File: src/rtl/mux_scan_ctrl.sv
// Scan sequencer for a 4:1 analog/digital mux: holds captured channel words,
// steps the registered select through the enabled channels with a fixed dwell.
module mux_scan_ctrl #(
    parameter int bus_width = 16,
    parameter int DWELL     = 4
) (
    input  logic                 clk,
    input  logic                 rst,
    input  logic                 start,
    input  logic                 stop,
    input  logic                 continuous,
    input  logic [3:0]           ch_en,
    input  logic [bus_width-1:0] d0,
    input  logic [bus_width-1:0] d1,
    input  logic [bus_width-1:0] d2,
    input  logic [bus_width-1:0] d3,
    output logic [bus_width-1:0] q0,
    output logic [bus_width-1:0] q1,
    output logic [bus_width-1:0] q2,
    output logic [bus_width-1:0] q3,
    output logic [1:0]           s,
    output logic                 valid,
    output logic                 busy,
    output logic                 done
);

    // state | meaning
    // IDLE  | waiting for start, s held, valid low
    // SCAN  | dwelling on s, valid and busy high
    // DONE  | one-cycle done pulse after a single pass
    typedef enum logic [1:0] {IDLE, SCAN, DONE} state_t;

    localparam logic [7:0] LAST_CNT = 8'(DWELL - 1);

    state_t               state_q;
    logic [bus_width-1:0] q0_q, q1_q, q2_q, q3_q;
    logic [1:0]           s_q;
    logic                 valid_q, busy_q, done_q;
    logic [7:0]           cnt_q;
    logic [3:0]           en_q;
    logic                 cont_q;

    logic [1:0] start_idx_d;
    logic [1:0] wrap_idx_d;
    logic [1:0] next_idx_d;
    logic       has_next_d;

    // Descending loops so the lowest qualifying index wins.
    always_comb begin
        start_idx_d = 2'd0;
        wrap_idx_d  = 2'd0;
        next_idx_d  = 2'd0;
        has_next_d  = 1'b0;
        for (int i = 3; i >= 0; i--) begin
            if (ch_en[i]) start_idx_d = 2'(i);
            if (en_q[i])  wrap_idx_d  = 2'(i);
            if (en_q[i] && (2'(i) > s_q)) begin
                next_idx_d = 2'(i);
                has_next_d = 1'b1;
            end
        end
    end

    always_ff @(posedge clk or posedge rst) begin
        if (rst) begin
            state_q <= IDLE;
            q0_q    <= '0;
            q1_q    <= '0;
            q2_q    <= '0;
            q3_q    <= '0;
            s_q     <= 2'd0;
            valid_q <= 1'b0;
            busy_q  <= 1'b0;
            done_q  <= 1'b0;
            cnt_q   <= 8'd0;
            en_q    <= 4'd0;
            cont_q  <= 1'b0;
        end else begin
            case (state_q)
                IDLE: begin
                    valid_q <= 1'b0;
                    busy_q  <= 1'b0;
                    done_q  <= 1'b0;
                    if (start) begin
                        if (ch_en != 4'd0) begin
                            q0_q    <= d0;
                            q1_q    <= d1;
                            q2_q    <= d2;
                            q3_q    <= d3;
                            en_q    <= ch_en;
                            cont_q  <= continuous;
                            s_q     <= start_idx_d;
                            cnt_q   <= 8'd0;
                            valid_q <= 1'b1;
                            busy_q  <= 1'b1;
                            state_q <= SCAN;
                        end else begin
                            // Empty mask: report completion without touching the held words.
                            done_q  <= 1'b1;
                            state_q <= DONE;
                        end
                    end
                end
                SCAN: begin
                    if (stop) begin
                        valid_q <= 1'b0;
                        busy_q  <= 1'b0;
                        state_q <= IDLE;
                    end else if (cnt_q == LAST_CNT) begin
                        if (has_next_d) begin
                            s_q   <= next_idx_d;
                            cnt_q <= 8'd0;
                        end else if (cont_q) begin
                            s_q   <= wrap_idx_d;
                            cnt_q <= 8'd0;
                        end else begin
                            valid_q <= 1'b0;
                            busy_q  <= 1'b0;
                            done_q  <= 1'b1;
                            state_q <= DONE;
                        end
                    end else begin
                        cnt_q <= cnt_q + 8'd1;
                    end
                end
                DONE: begin
                    done_q  <= 1'b0;
                    state_q <= IDLE;
                end
                default: begin
                    valid_q <= 1'b0;
                    busy_q  <= 1'b0;
                    done_q  <= 1'b0;
                    state_q <= IDLE;
                end
            endcase
        end
    end

    assign q0    = q0_q;
    assign q1    = q1_q;
    assign q2    = q2_q;
    assign q3    = q3_q;
    assign s     = s_q;
    assign valid = valid_q;
    assign busy  = busy_q;
    assign done  = done_q;

endmodule
File: config.mk
export PLATFORM = sky130hd
export DESIGN_NAME = mux_scan_ctrl
export DESIGN_NICKNAME = d
export VERILOG_FILES = /design/src/rtl/mux_scan_ctrl.sv
export SDC_FILE = /design/constraint.sdc
export NUM_CORES = 1
export LEC_CHECK = 0
export BUFFER_PORTS_ARGS = -buffer_cell sky130_fd_sc_hd__buf_2
export CORE_MARGIN = 4
export CORE_UTILIZATION = 34
export CTS_BUF_LIST = sky130_fd_sc_hd__clkbuf_16
export CTS_CLUSTER_SIZE = 25
export DETAILED_ROUTE_END_ITERATION = 6
export PLACE_DENSITY_LB_ADDON = 0.12
export SYNTH_ARGS = -nofsm -noshare
export SYNTH_HDL_FRONTEND = slang
export SYNTH_SLANG_ARGS = --single-unit
File: constraint.sdc
create_clock -name clk -period 2.5 [get_ports clk]
set_input_delay 0 -clock clk [delete_from_list [all_inputs] [get_ports clk]]
set_output_delay 0 -clock clk [all_outputs]
set_load 0.005 [all_outputs]
==> impl_summary.log <==
[metrics] number of ports placed on the die boundary: 142
[metrics] Overall Global Routing Usage: 15.5%
[metrics] count of endpoints failing hold in the final timing report: 0
[metrics] Yosys top cell area share: 60.5%
[metrics] Post-Route Skew: 0.00718 ns
[metrics] Clock Latency Late Sink: 0.33 ns
[metrics] capture point of the critical path: cnt_q[7]
[metrics] die area: 11800 um^2
[metrics] GR met1 Demand/Resource: 18.3%
[metrics] CTS tree: built
[metrics] Global Route met2 Usage: 26.0%
[metrics] share of cell area taken by muxes after synthesis: 24.2%
[metrics] final routed wire length divided by cell count: 14.2 um
[metrics] Crit Path Max Fanout: 10
[metrics] leading register cell type out of synthesis: dfrtp_1
[metrics] crit start category: flip-flop
[metrics] number of buffers and inverters on the critical path: 0
[metrics] fin crit period: 2.14 ns
[metrics] CP Class: reg -> reg
[metrics] adder-cell share of the synthesized area: 0.365%
[metrics] register area share after synthesis: 60.5%
[metrics] pin count of the biggest net entering global routing: 48
[metrics] fraction of final layout cells sized beyond drive strength 1: 51.0%
[metrics] worst r2r src: state_q[1]
[metrics] number of distinct library cells after synthesis: 36
[metrics] effective utilization at floorplan: 34.9%
[metrics] leading cell type in the layout, fill and taps excluded: buf_2
[metrics] xor and xnor area share after synthesis: 0%
[metrics] Post-Synthesis Mean Instance Area: 14.0 um^2
[metrics] chain of cells forming the critical path: nand2b_1 -> o22ai_1 -> o21ai_2 -> a221o_1
[metrics] number of cells upsized or downsized after cts: 0
[metrics] synthesized-area fraction occupied by and/or/nand/nor cells: 6.35%
[metrics] largest family of logic cells by synthesized area: multiplexers
[metrics] standby leakage power: 2.49 nW
[metrics] category of the worst setup path capture point: flip-flop
[metrics] setup total negative slack: 0 ns
[metrics] weighted congestion at the end of routability-driven global placement: 0.801
[metrics] cell area after synthesis: 3430 um^2
[metrics] number of port buffers: 141
[metrics] placed wire-length estimate after detailed placement: 5.61 mm
[metrics] WL final: 8.54 mm
[metrics] Final setup viols: 0
[metrics] cell with the largest stage delay on the worst path: o22ai_1
[metrics] VDD IR max: 0.000373 V
[metrics] Max H-tree Level: 3
[metrics] data arrival at the endpoint of the critical path: 2.35 ns
[metrics] total vias in the final route: 2721
[metrics] number of antenna violations at the first check in global routing: 0
[metrics] class of the most critical hold timing path: in -> async
[metrics] clock buffers created by TritonCTS: 9
[metrics] outcome: complete, no violations
[metrics] number of nets in the layout: 538
[metrics] number of diodes: 0
[metrics] compound-cell area share of the yosys netlist: 6.56%
[metrics] top cell type by total area after synthesis: dfrtp_1
[metrics] number of search-and-repair iterations in the first detailed-routing pass: 4
[metrics] max-capacitance violation count: 0
[metrics] total overflow reported by the global router: 0
[metrics] family with the most delay on the worst path: compound AO/OA/AOI/OAI gates
[metrics] root buf cell: clkbuf_16
[metrics] finished layout cell area: 5320 um^2
[metrics] vias per cell: 4.52
[metrics] max_slew headroom: 52.2%
[metrics] DRC Markers: 0
[metrics] worst-case register-to-register setup slack: 0.36 ns
[metrics] count of mapped cells out of synthesis: 245
[metrics] net count after synthesis: 319
[metrics] met3 track demand over resource in global routing: 5.67%
[metrics] synthesis-to-layout area growth: 55.2%
[metrics] core footprint: 9820 um^2
[metrics] share of synthesized flip-flops with an asynchronous set or reset: 100%
[metrics] depth of the worst register-to-register path: 4
[metrics] clock sink total: 83
[metrics] via count of the first global-routing pass: 3061
[metrics] capture instance of the worst register-to-register path: cnt_q[7]
[metrics] post-CTS setup buffers: 0
[metrics] EDFF count, synth: 0
[metrics] final worst-path cycle share: 85.7%
[metrics] Critical path origin: state_q[1]
[metrics] maximum clock path buffer count: 2
[metrics] starting DRC count in detailed routing: 67
[metrics] floorplan die width: 108 um
[metrics] worst hold slack: 0.277 ns
[metrics] Rows: 36
[metrics] total of warnings raised by yosys: 0
[metrics] placed cell areas: 4310 um^2
[metrics] post-layout total power: 4.48 mW
[metrics] top library cells by usage in the layout, fill and taps aside: buf_2, dfrtp_1, dlygate4sd3_1
[metrics] Max Transition Viols Final: 0
[metrics] post-CTS clock slew at the launch and capture registers of the worst setup and hold paths: 0.06 ns
[metrics] flip-flop and latch count after synthesis: 83
[metrics] Max Clock Freq: 467 MHz
[metrics] transition time at the pin with the least slew margin: 0.717 ns
[metrics] worst stage delay on the critical path: 0.64 ns
[metrics] wire length of the first global-routing pass: 14.4 mm
[metrics] PwrDens: 842 nW/um^2
[metrics] ranking of synthesized cells by area: dfrtp_1, mux2_2, o21ai_0
[metrics] number of cells on the critical path: 4
[metrics] post-route antenna net violation count: 0
[metrics] unrepaired setup endpoints after global routing: false
[metrics] chip height: 108 um
[metrics] Worst EP required: 2.71 ns
[metrics] Top Usage Layer GRT: met2
## cell type report
class | instances | area [um^2]
clock buffer | 9 | 225
clock inverter | 7 | 70.1
fill | 879 | 4500
inverter | 6 | 23.8
multi-input combinational | 147 | 1290
sequential | 83 | 2080
tap | 133 | 166
timing repair buffer | 217 | 1470
## per-stage QoR
step | setup WS (ns) | util, % | instances
after floorplan | 0.363 | - | 245
after global placement | 0.479 | 43.9 | 514
after detailed placement | 0.408 | 43.9 | 514
after CTS | 0.394 | 54.2 | 602
after global routing | 0.215 | 54.2 | 602
final | 0.358 | 54.2 | 602
## where the power goes
group | switching [mW] | total [mW] | leakage, nW | internal (mW)
Clock | 0.530 | 1.30 | 0.145 | 0.772
Sequential | 0.223 | 1.94 | 0.990 | 1.72
Combinational | 0.512 | 1.24 | 1.35 | 0.731
## worst min-delay path by stage
stage,from,end,slack [ns],cells past startpoint
2_1_floorplan,d1[0],q1[0],0.15,1
3_3_place_gp,rst,q0[11],0.12,2
3_5_place_dp,rst,q0[5],0.11,2
4_1_cts,rst,q0[5],0.31,3
5_1_grt,rst,q0[5],0.36,3
6_report,rst,q0[5],0.28,3
## synthesized netlist by cell type, types with 2 or more instances
cell type / count
o21ai_0: 9
nand2b_1: 4
o22ai_1: 2
and3_1: 4
mux2i_1: 3
mux2_2: 71
buf_2: 7
a22o_1: 4
or2_1: 2
nor2_1: 8
o31ai_1: 2
dfrtp_1: 83
nand2_1: 10
inv_1: 6
nand3_1: 5
a21oi_1: 3
nor2b_1: 3
## cells by family after synthesis
group           after synthesis
fa+ha+maj                     1
buf+inv                      15
compound gates               31
simple gates                 41
mux                          74
flops                        83
## metal layers
layer / wire length [um] / vias up / part of all wire [%]
met2: 4250 / 91 / 50
met5: 0 / - / 0
li1: - / 1312 / -
met3: 711 / 10 / 8.3
met1: 3460 / 1308 / 40
met4: 119 / 0 / 1.4
## sequential cells by signal (all words and copies together) (netlist names)
| signal | count |
|---|---|
| q1 | 16 |
| done | 1 |
| q2 | 16 |
| q0 | 16 |
| s | 2 |
| en_q | 4 |
| state_q | 2 |
| q3 | 16 |
| busy | 1 |
| cnt_q | 8 |
| cont_q | 1 |
## worst register-to-register path: stages (launching register included)
cell and delay, ns:
dfrtp_1 0.43, nand2b_1 0.32, o22ai_1 0.64, o21ai_2 0.24, a221o_1 0.40
## repair_timing
item | 4_1_cts | 5_1_grt
endpoints found under the setup margin | 0 | 0
hold endpoints to repair | 107 | 0
hold buffers | 72 | 0
Power figures use the tool's default switching activity.
